File: src/rtl/load_store_unit.sv
// load_store_unit
//   Request-side front end for the byte-addressable `memory` block. Accepts one
//   byte/half/word load or store per handshake, issues word-aligned accesses to
//   memory and returns sign- or zero-extended load data. Sub-word stores are
//   done as read-modify-write because memory always writes a full word.
//
// Ports
//   clk, rst          clock, synchronous active-high reset
//   req_valid_i       request present
//   req_ready_o       block is idle and can accept a request
//   req_we_i          1 = store, 0 = load
//   req_size_i        00 byte, 01 half, 10/11 word
//   req_unsigned_i    zero-extend load result
//   req_addr_i        byte address
//   req_wdata_i       right-justified store data
//   resp_valid_o      one-cycle completion pulse
//   resp_rdata_o      load result (0 for stores and errors)
//   misaligned_o      error flag, valid with resp_valid_o
//   mem_addr_o        word-aligned address to memory
//   mem_data_o        write data to memory
//   mem_read_en_o     read enable to memory
//   mem_write_en_o    write enable to memory
//   mem_data_i        combinational read data from memory
module load_store_unit #(
    parameter int unsigned       awidth    = 32,
    parameter int unsigned       dwidth    = 32,
    parameter logic [awidth-1:0] base_addr = 32'h01000000
) (
    input  logic              clk,
    input  logic              rst,
    input  logic              req_valid_i,
    output logic              req_ready_o,
    input  logic              req_we_i,
    input  logic [1:0]        req_size_i,
    input  logic              req_unsigned_i,
    input  logic [awidth-1:0] req_addr_i,
    input  logic [dwidth-1:0] req_wdata_i,
    output logic              resp_valid_o,
    output logic [dwidth-1:0] resp_rdata_o,
    output logic              misaligned_o,
    output logic [awidth-1:0] mem_addr_o,
    output logic [dwidth-1:0] mem_data_o,
    output logic              mem_read_en_o,
    output logic              mem_write_en_o,
    input  logic [dwidth-1:0] mem_data_i
);

    typedef enum logic [2:0] {IDLE, LOAD, RMW_READ, WRITE, RESP} state_t;

    state_t            state, state_next;

    logic [1:0]        size_q;
    logic              uns_q;
    logic [1:0]        lane_q;
    logic [dwidth-1:0] wdata_q;
    logic              err_q;
    logic [dwidth-1:0] rdata_q;
    logic [awidth-1:0] mem_addr_q;
    logic [dwidth-1:0] mem_data_q;

    logic              accept;
    logic              req_misaligned;
    logic [4:0]        lane_shift;
    logic [dwidth-1:0] shifted;
    logic [dwidth-1:0] load_ext;
    logic [dwidth-1:0] lane_mask;
    logic [dwidth-1:0] merged;

    assign req_ready_o = (state == IDLE) && !rst;
    assign accept      = req_valid_i && req_ready_o;

    assign req_misaligned = ((req_size_i == 2'b01) && req_addr_i[0]) ||
                            (req_size_i[1] && (req_addr_i[1:0] != 2'b00));

    // Byte lane of the latched address, expressed as a bit shift.
    assign lane_shift = {lane_q, 3'b000};
    assign shifted    = mem_data_i >> lane_shift;

    always_comb begin
        load_ext = shifted;
        case (size_q)
            2'b00:   load_ext = uns_q ? {{(dwidth-8){1'b0}}, shifted[7:0]}
                                      : {{(dwidth-8){shifted[7]}}, shifted[7:0]};
            2'b01:   load_ext = uns_q ? {{(dwidth-16){1'b0}}, shifted[15:0]}
                                      : {{(dwidth-16){shifted[15]}}, shifted[15:0]};
            default: load_ext = shifted;
        endcase
    end

    // Old word with the addressed lane(s) replaced by the store data.
    assign lane_mask = (size_q == 2'b00) ? {{(dwidth-8){1'b0}}, 8'hFF}
                                         : {{(dwidth-16){1'b0}}, 16'hFFFF};
    assign merged    = (mem_data_i & ~(lane_mask << lane_shift)) |
                       ((wdata_q & lane_mask) << lane_shift);

    always_ff @(posedge clk) begin
        if (rst) begin
            state <= IDLE;
        end else begin
            state <= state_next;
        end
    end

    always_comb begin
        state_next     = state;
        mem_read_en_o  = 1'b0;
        mem_write_en_o = 1'b0;
        resp_valid_o   = 1'b0;
        case (state)
            IDLE: begin
                if (accept) begin
                    if (req_misaligned)      state_next = RESP;
                    else if (!req_we_i)      state_next = LOAD;
                    else if (req_size_i[1])  state_next = WRITE;
                    else                     state_next = RMW_READ;
                end
            end
            LOAD: begin
                mem_read_en_o = !rst;
                state_next    = RESP;
            end
            RMW_READ: begin
                mem_read_en_o = !rst;
                state_next    = WRITE;
            end
            WRITE: begin
                // Gated by rst so an aborted store never commits.
                mem_write_en_o = !rst;
                state_next     = RESP;
            end
            RESP: begin
                resp_valid_o = 1'b1;
                state_next   = IDLE;
            end
            default: state_next = IDLE;
        endcase
    end

    always_ff @(posedge clk) begin
        if (rst) begin
            size_q     <= '0;
            uns_q      <= 1'b0;
            lane_q     <= '0;
            wdata_q    <= '0;
            err_q      <= 1'b0;
            rdata_q    <= '0;
            mem_addr_q <= base_addr;
            mem_data_q <= '0;
        end else begin
            if (accept) begin
                size_q  <= req_size_i;
                uns_q   <= req_unsigned_i;
                lane_q  <= req_addr_i[1:0];
                wdata_q <= req_wdata_i;
                err_q   <= req_misaligned;
                rdata_q <= '0;
                // Memory-facing registers only move for requests that access memory.
                if (!req_misaligned) begin
                    mem_addr_q <= {req_addr_i[awidth-1:2], 2'b00};
                    if (req_we_i && req_size_i[1]) begin
                        mem_data_q <= req_wdata_i;
                    end
                end
            end
            if (state == LOAD) begin
                rdata_q <= load_ext;
            end
            if (state == RMW_READ) begin
                mem_data_q <= merged;
            end
        end
    end

    assign mem_addr_o   = mem_addr_q;
    assign mem_data_o   = mem_data_q;
    assign resp_rdata_o = rdata_q;
    assign misaligned_o = (state == RESP) && err_q;

endmodule

File: config.mk
export PLATFORM = sky130hd
export DESIGN_NAME = load_store_unit
export DESIGN_NICKNAME = d
export VERILOG_FILES = /design/src/rtl/load_store_unit.sv
export SDC_FILE = /design/constraint.sdc
export NUM_CORES = 1
export LEC_CHECK = 0
export ABC_AREA = 0
export ABC_CLOCK_PERIOD_IN_PS = 3100
export CORE_MARGIN = 5
export CORE_UTILIZATION = 45
export CTS_BUF_LIST = sky130_fd_sc_hd__clkbuf_16
export DETAILED_ROUTE_END_ITERATION = 6
export GPL_TIMING_DRIVEN = 0
export PLACE_DENSITY = 0.92
export SYNTH_ARGS = -nofsm -noshare
export SYNTH_HDL_FRONTEND = slang
export SYNTH_SLANG_ARGS = --single-unit
File: constraint.sdc
create_clock -name clk -period 3.1 [get_ports clk]
set_clock_uncertainty 0.2 [all_clocks]
set_input_delay 0.93 -clock clk [delete_from_list [all_inputs] [get_ports clk]]
set_output_delay 0.93 -clock clk [all_outputs]
set_load 0.01 [all_outputs]
==> results summary, run 1 <==
The worst setup path is captured at an output pin. Data arrives at the worst endpoint at ~1.9 ns. In the post-synthesis netlist, the biggest area contributors are dfxtp_1 42%, mux2i_1 9.6%, nand3_1 5.9%, nand2_1 5.5%, a21oi_1 5.1%. The detailed-route wire length per cell is around 20 um. The number of slew-limit violations in the final report is 0. The top cell type by area accounts for between 40 and 50% of the synthesized area.

The required time at the worst-slack endpoint came out at roughly 2.0 ns. Setup repair after global routing left no endpoint under its margin. The area inside the core boundary is roughly 12000 sq um. The fraction of power spent switching nets is between 20% and 30%. The mean instance size in the synthesized netlist is 8.603 sq um. Walking the worst path, the cells encountered are buf_2 -> buf_6 -> buf_4 -> or3_4 -> nor2_1 -> buf_2.

The worst hold path was traced through 2 stages. The endpoint identified for the worst register-to-register timing path is mem_data_o[18]$_SDFFE_PP0P_. The total congestion overflow is 0.

The worst hold margin is around 0.25 ns. The smallest clock period supported by the final layout is computed as 3.046 ns. The total of flip-flops plus latches after synthesis is 119. Among all cell types in the netlist, the one instantiated most often is dfxtp_1. The number of antenna diodes is 0. For this run, design rule violations remaining after detail routing come to 0. The clock passes through at most 2 buffers. The largest total area in the synthesized netlist belongs to dfxtp_1.

TritonCTS built the clock tree. The highest achievable clock rate is between 0.3 and 0.4 GHz. Synthesis instantiated 50 different standard cells from the library.

The initial core utilization is about 46%. The pin count of the biggest net entering global routing came out at 17. The I/O pin count is around 200. The portion of total power attributed to the clock network came out at 45.2%. The commonest cells after synthesis are 119 x dfxtp_1, 83 x nand2_1, 66 x nand3_1. Combinational cells account for 18.3% of the total power. Among cell families on the critical path, the largest total delay comes from buffers and inverters. Detailed routing placed a total of around 9600 um of wire on met2. The min-delay analysis places its worst path in the category flop to flop.

Along the worst path, the maximum fanout reaches 3. The setup TNS came out at 0 ns. The most numerous cell type found on the critical path is buf_2.

For this design, the sink count on the clock tree is between 100 and 150. Detailed routing placed a total of around 2500 um of wire on met3. The relative slew slack came out at slightly below 40%.

The clock tree root buffer cell is clkbuf_16. The overall track demand over capacity in global routing came out at 27.64%. The hold buffer count at cts came out at 0. For this run, the post-layout net count is 981.

The detailed router placed about 6100 vias in this run. The congestion estimate from routability-driven global placement came to 0.9395. The routed wire length is around 21000 um. The highest layer touched by signal routing is met4. The number of cells on the worst reg-to-reg path is 5. The share of flip-flops with an asynchronous set or reset came out at 0%. The HPWL after detailed placement is approximately 16000 um. In this run the cell area of the synthesized design comes to 5627 sq um.

The count of yosys warnings during synthesis came out at 0. The routed length on met1 came out at around 7900 um. The analysis attributes to cell leakage a power of 0.003344 uW. After clock tree synthesis, the clock-pin slew on the worst setup and hold paths is 0.05 ns. The largest single stage delay on the critical path is approximately 0.37 ns. The type of the worst setup path is primary input to output pin. The die span in x is 121.8 um. The first global-routing pass estimated between 30000 and 40000 um of wire. Summing the sequential cell areas from Yosys gives ~42% of the chip area. The worst path buffer plus inverter count is 4. The clock buffer count from CTS came out at 17. The detail route stage leaves a number of antenna-violating nets equal to 0. The via-per-instance ratio came out at about 5.8. The standard-cell row count is 40. The sequential fraction of design power came out at a little over a third.

The hold violation count in the final report came out at 0. The final critical-path share of the clock period is 98.26%. The die covers 14840 sq um. Cells with a size suffix above 1 make up 10.34% of the layout. The cell-internal power is roughly 3400 uW. Synthesis produced a netlist whose cell count is about 650.

The latest clock arrival within the worst-skew pair is approximately 0.4 ns. The worst hold path begins at mem_addr_o[9]$_SDFFE_PP0P_. For this design the ratio of total power to cell area is roughly 540 nW/um^2. During placement, the flow inserted port buffers numbering roughly 200. The startpoint of the worst-slack reg-to-reg timing path is size_q[1]$_SDFFE_PP0P_.

The worst-case IR drop observed on VDD is slightly above 400 uV. The height of the die came out at about 120 um. The count of maximum capacitance violations is 0. The worst setup path is launched from a primary input. The path with the worst hold slack has its endpoint at mem_addr_o[9]$_SDFFE_PP0P_. The net switching power is roughly 1200 uW. Among all flip-flop cells after synthesis, the most frequent one is dfxtp_1. The post-synthesis to final-layout area growth came out at 51.43%. The final setup violation count is 0. The register-to-register setup slack came out at roughly 0.5 ns. CTS built an H-tree with a depth of 4. In this run, the number of DRC markers left after iteration 0 of detailed routing was approximately 640. The transition at the pin with the smallest max-transition slack is ~0.90 ns.

The first TritonRoute pass finished after 6 iterations. The critical path starts at rst. The number of global-route vias before repair is 6016. The number of enable-type register cells in the synthesized netlist is 0. The slowest stage of the critical path belongs to the cell or3_4. The number of antenna violations at the first check in global routing is 0. The flow ran to the end, and the final reports show no timing, DRC or antenna violations.
[sequential cells by signal, summed over array words and instances, names as in the netlist]
signal / flops
size_q: 2
uns_q: 1
resp_rdata_o: 32
mem_addr_o: 30
wdata_q: 16
state: 3
lane_q: 2
mem_data_o: 32
err_q: 1
[power by group through the flow]
stage / sequential, uW / clock, uW / combinational, uW
after floorplan: 1710 / 0 / 395
after global placement: 1700 / 0 / 798
after detailed placement: 1700 / 0 / 810
after CTS: 1670 / 2080 / 826
after global routing: 1680 / 2170 / 893
final: 1670 / 2070 / 839
[cell families after synthesis]
family	count (synthesis)	share of synthesized area, %
AOI/OAI and AO/OA	185	20.53
xor gates and xnor gates	1	0.1557
buffers and inverters	69	5.693
DFF	119	42.34
muxes	74	14.01
other	1	0.06665
and+or+nand+nor	205	17.21
[worst max-delay path by stage]
stage	end	slack (ns)	cells after the start
6_report	req_ready_o	0.05	6
2_1_floorplan	mem_write_en_o	0.07	5
4_1_cts	misaligned_o	0.04	4
3_5_place_dp	mem_write_en_o	-1.32	7
3_3_place_gp	mem_write_en_o	-1.25	7
5_1_grt	req_ready_o	0.03	6
[what timing repair did]
item                                    4_1_cts  5_1_grt
pin swaps                                     2        0
setup buffers                                 3        0
resized for setup                            29        1
endpoints found under the setup margin        3        1
[layout by cell type (no fill, tap or decap), types with 4 or more instances in the layout]
| cell type | n |
|---|---|
| nand2b_1 | 10 |
| nand2_1 | 83 |
| mux2_2 | 16 |
| bufinv_16 | 5 |
| o211ai_1 | 8 |
| nor3_1 | 4 |
| dfxtp_1 | 119 |
| o21ai_0 | 37 |
| o21ai_1 | 11 |
| o221ai_1 | 8 |
| o311ai_0 | 6 |
| clkdlybuf4s50_1 | 197 |
| nand3_1 | 66 |
| buf_4 | 5 |
| mux2i_1 | 54 |
| buf_2 | 25 |
| o22ai_1 | 17 |
| a21oi_1 | 57 |
| inv_1 | 13 |
| a22oi_1 | 16 |
| nor2_1 | 21 |
| o31a_1 | 8 |
| clkbuf_16 | 18 |
| nor2b_1 | 4 |
| clkbuf_1 | 26 |
| a22o_1 | 7 |
[layer usage]
metal  global-route usage [%]  vias to the layer above
met5                        0                        -
met4                    11.34                        0
met3                    9.471                       75
met2                    45.13                      387
met1                    33.33                     2834
li1                         -                     2814
[stage by stage]
step / cell area (sq um) / util, % / setup WS [ns] / cells / power, uW
2_1_floorplan: 5630 / - / 0.06888 / 655 / 2110
4_1_cts: 8516 / 70.31 / 0.04365 / 1058 / 4580
3_5_place_dp: 7853 / 64.83 / -1.316 / 1024 / 2513
3_3_place_gp: 7853 / 64.83 / -1.250 / 1024 / 2498
6_report: 8521 / 70.35 / 0.05384 / 1058 / 4584
5_1_grt: 8521 / 70.35 / 0.02514 / 1058 / 4740
[worst min-delay path, cell delays in order (launching register included)]
cell and delay [ns]:
dfxtp_1 0.30, nand2_1 0.05, a21oi_1 0.05
[final cells by class]
| class | count | area [sq um] |
|---|---|---|
| Tap cell | 168 | 210.2 |
| Buffer | 58 | 320.3 |
| Sequential cell | 119 | 2382 |
| Clock inverter | 14 | 191.4 |
| Clock buffer | 17 | 425.4 |
| Inverter | 11 | 41.29 |
| Fill cell | 929 | 3591 |
| Multi-Input combinational cell | 467 | 2935 |
| Timing Repair Buffer | 204 | 2014 |
Power figures use the tool's default switching activity.
==> run 2, diff against run 1 <==
--- a/config.mk
+++ b/config.mk
@@ -13,6 +13,7 @@
 export DETAILED_ROUTE_END_ITERATION = 6
 export GPL_TIMING_DRIVEN = 0
 export PLACE_DENSITY = 0.92
+export SKIP_LAST_GASP = 1
 export SYNTH_ARGS = -nofsm -noshare
 export SYNTH_HDL_FRONTEND = slang
 export SYNTH_SLANG_ARGS = --single-unit
==> results of run 2 <==
No change in the layout: final DEF, timing and power equal those of run 1.
==> run 3, diff against run 2 <==
--- a/config.mk
+++ b/config.mk
@@ -6,14 +6,16 @@
 export NUM_CORES = 1
 export LEC_CHECK = 0
 export ABC_AREA = 0
-export ABC_CLOCK_PERIOD_IN_PS = 3100
+export ABC_CLOCK_PERIOD_IN_PS = 3700
 export CORE_MARGIN = 5
-export CORE_UTILIZATION = 45
+export CORE_UTILIZATION = 50
 export CTS_BUF_LIST = sky130_fd_sc_hd__clkbuf_16
 export DETAILED_ROUTE_END_ITERATION = 6
+export DONT_BUFFER_PORTS = 1
 export GPL_TIMING_DRIVEN = 0
-export PLACE_DENSITY = 0.92
+export PLACE_DENSITY = 0.76
 export SKIP_LAST_GASP = 1
+export SLEW_MARGIN = 15
 export SYNTH_ARGS = -nofsm -noshare
 export SYNTH_HDL_FRONTEND = slang
 export SYNTH_SLANG_ARGS = --single-unit
==> constraint.sdc (replaced) <==
create_clock -name clk -period 3.7 [get_ports clk]
set_clock_uncertainty 0.2 [all_clocks]
set_input_delay 1.11 -clock clk [delete_from_list [all_inputs] [get_ports clk]]
set_output_delay 1.11 -clock clk [all_outputs]
set_load 0.01 [all_outputs]
==> run 3 against run 2 <==
  * Clock power decreased by 29%
  * Combinational power decreased by 49%
  * Setup slack improved by 0.24 ns
  * Core utilization decreased by 13 points
  * Global-route usage increased by 0.32 points
  * Critical path type unchanged
  * Die area decreased by 9.2%
  * Worst hold slack improved by 0.030 ns
  * Count of clock-buffer cells in the layout unchanged
  * Cell count decreased by 22%
  * Sequential cell count unchanged
  * Register-to-register slack improved by 0.85 ns
==> results summary, run 3 (synthesis results as in run 1) <==
The HPWL after detailed placement came to 14590 um (-6.5%). The total power divided by cell area came to 527.6 nW/um^2 (-1.9%). The hold buffer count at cts came out at 0 (unchanged).

The flow ran to the end, and the final reports show no timing, DRC or antenna violations. The share of cells above drive strength 1 is 11.53% (+1.2 points). Among all stages on the critical path, the largest delay is contributed by nor3_1. The worst setup path is launched from a primary input. The signal on the critical path passes through buf_2 -> clkbuf_1 -> nor3_1. The worst stage delay on the critical path came to 0.47 ns (+0.10 ns).

The area inside the core boundary is 10940 sq um (-9.7%). The count of maximum capacitance violations came out at 0 (unchanged). The hold violation count in the final report is 0 (unchanged). Setup repair after global routing left no endpoint under its margin. The required time at the worst-slack endpoint is 2.39 ns (+0.42 ns). The transition at the pin with the smallest max-transition slack is 0.8405 ns (-0.06004 ns). The CTS H-tree depth came out at 4 (unchanged).

The final worst setup slack came to 0.2948 ns (+0.2409 ns). The number of vias after detailed routing is 5217 (-15%). The final setup violation count is 0 (unchanged). The first-pass GRT wire length came out at 28700 um (-10%). The leakage power figure came out at 0.002521 uW (-25%).

The total area of multi-input combinational cells was 2928 sq um (-0.26%). The clock sink count is 119 (unchanged). The critical path arrival is 2.10 ns (+0.18 ns). The total congestion overflow is 0 (unchanged). The number of antenna diodes came out at 0 (unchanged).

The largest fanout on the critical path is 19 (+16). The initial core utilization came out at 51.45% (+5.0 points). The clock buffer count from CTS is 17 (unchanged).

The worst setup path is of the primary input to output pin kind. The remaining routing DRC violations is 0 (unchanged). The worst path needs 3.405 ns of the cycle, external delays included. The number of antenna violations at the first check in global routing is 0 (unchanged).

The pin count of the biggest net entering global routing is 17 (unchanged). The latest clock arrival within the worst-skew pair was 0.41 ns (about the same). The clock edge transition at the registers on the reported setup and hold paths is 0.05 ns (about the same).

The detailed-route wire length per cell is 22.86 um (+16%). The cell sitting at the root of the clock tree is a clkbuf_16. The worst-case vdd ir drop is 394.5 uV (-3.9%). The setup TNS came out at 0 ns (unchanged). The number of antenna-violating nets in the routed design came to 0 (unchanged). The initial DRC count came out at 477 (-25%).

The highest achievable clock rate came out at 0.2937 GHz. The standard-cell row count came to 38 (-5.0%). The overall track demand over capacity in global routing was 27.96% (+0.32 points).

The share of the core filled with cells is 57.84% (-13 points). The most common cell after layout, fill and taps aside is dfxtp_1. The number of slew-limit violations in the final report is 0 (unchanged). The die outline area was 13470 sq um (-9.2%).

The I/O pin count came to 204 (unchanged). The die span in x came out at 116.1 um (-4.7%). The area occupied by registers is 2382 sq um (unchanged). The number of nets in the layout is 776 (-21%). The post-placement worst setup slack came out at -0.1146 ns (+1.201 ns). The height of the die is 116.1 um (-4.7%). The worst setup path is captured at an output pin.

Compared with the post-synthesis result, the final layout area differs by 12.41%. The worst hold margin came out at 0.2816 ns (+0.02965 ns). The relative slew slack is 43.53% (+4.0 points).

The library cells used most frequently in the layout, excluding fill and tap cells, are 119 x dfxtp_1, 83 x nand2_1, 66 x nand3_1, 57 x a21oi_1, 54 x mux2i_1. The via-per-instance ratio is 6.324 (+9.5%). The buffer depth of the longest clock path came out at 2 (unchanged). The first-pass iteration count of the detailed router is 7 (+1). The placer's final routability congestion estimate came out at 0.9334 (-0.65%).

The count of buffers inserted at the top-level ports is 0 (-100%). The total of fill cells in the finished design came to 1021 (+9.9%). The routed wire length came to 18860 um (-9.2%).

In this run the worst hold path is classified as flop to flop. The number of global-route vias before repair is 5112 (-15%). TritonCTS built the clock tree. The final critical-path share of the clock period came out at between 90 and 100%.
-- run 3: cell count changes in the layout (fill, tap and decap cells not counted), moves of 3 or more --
cell | previous run | this run
buf_4 | 5 | 2
clkdlybuf4s50_1 | 197 | 0
buf_2 | 25 | 22
bufinv_16 | 5 | 1
-- run 3: worst paths after layout --
path,start,endpoint,slack (ns),depth (start not counted)
hold / removal,uns_q$_SDFFE_PP0P_,uns_q$_SDFFE_PP0P_,0.28,2
hold reg to reg,uns_q$_SDFFE_PP0P_,uns_q$_SDFFE_PP0P_,0.28,2
setup reg to reg,size_q[1]$_SDFFE_PP0P_,mem_data_o[16]$_SDFFE_PP0P_,1.35,5
setup / recovery,rst,mem_read_en_o,0.29,3
-- run 3: power breakdown --
group | switching, uW | internal, uW
logic | 272 | 160
registers | 83.2 | 1350
clock network | 570 | 898
-- run 3: final cells by class --
type	count	share of cell area (%)
Inverter	11	0.6528
Tap cell	140	2.770
Sequential cell	119	37.67
Clock inverter	14	1.523
Buffer	57	4.372
Clock buffer	17	6.726
Multi-Input combinational cell	467	46.29
-- run 3: through the flow --
step | area [sq um] | instances | power, uW
3_5_place_dp | 5806 | 795 | 1886
4_1_cts | 6329 | 826 | 3342
3_3_place_gp | 5806 | 795 | 1871
6_report | 6325 | 825 | 3337
2_1_floorplan | 5630 | 655 | 1767
5_1_grt | 6325 | 825 | 3472
-- run 3: what timing repair did --
| action | CTS | global route |
|---|---|---|
| buffers inserted | 0 | 0 |
| setup endpoints to repair | 1 | 2 |
| resized for setup | 1 | 0 |
-- run 3: per-layer routing --
layer | GRT usage (%) | share of wire, % | vias to the layer above
met4 | 12.53 | 3.7 | 0
li1 | - | - | 2404
met3 | 11.70 | 12 | 55
met5 | 0 | 0 | -
met1 | 35.17 | 40 | 2452
met2 | 41.89 | 44 | 306
-- run 3: critical path: cells and delay by family --
family,cells,cell delay [ns]
buffers and inverters,2,0.50
AND/OR/NAND/NOR,1,0.47
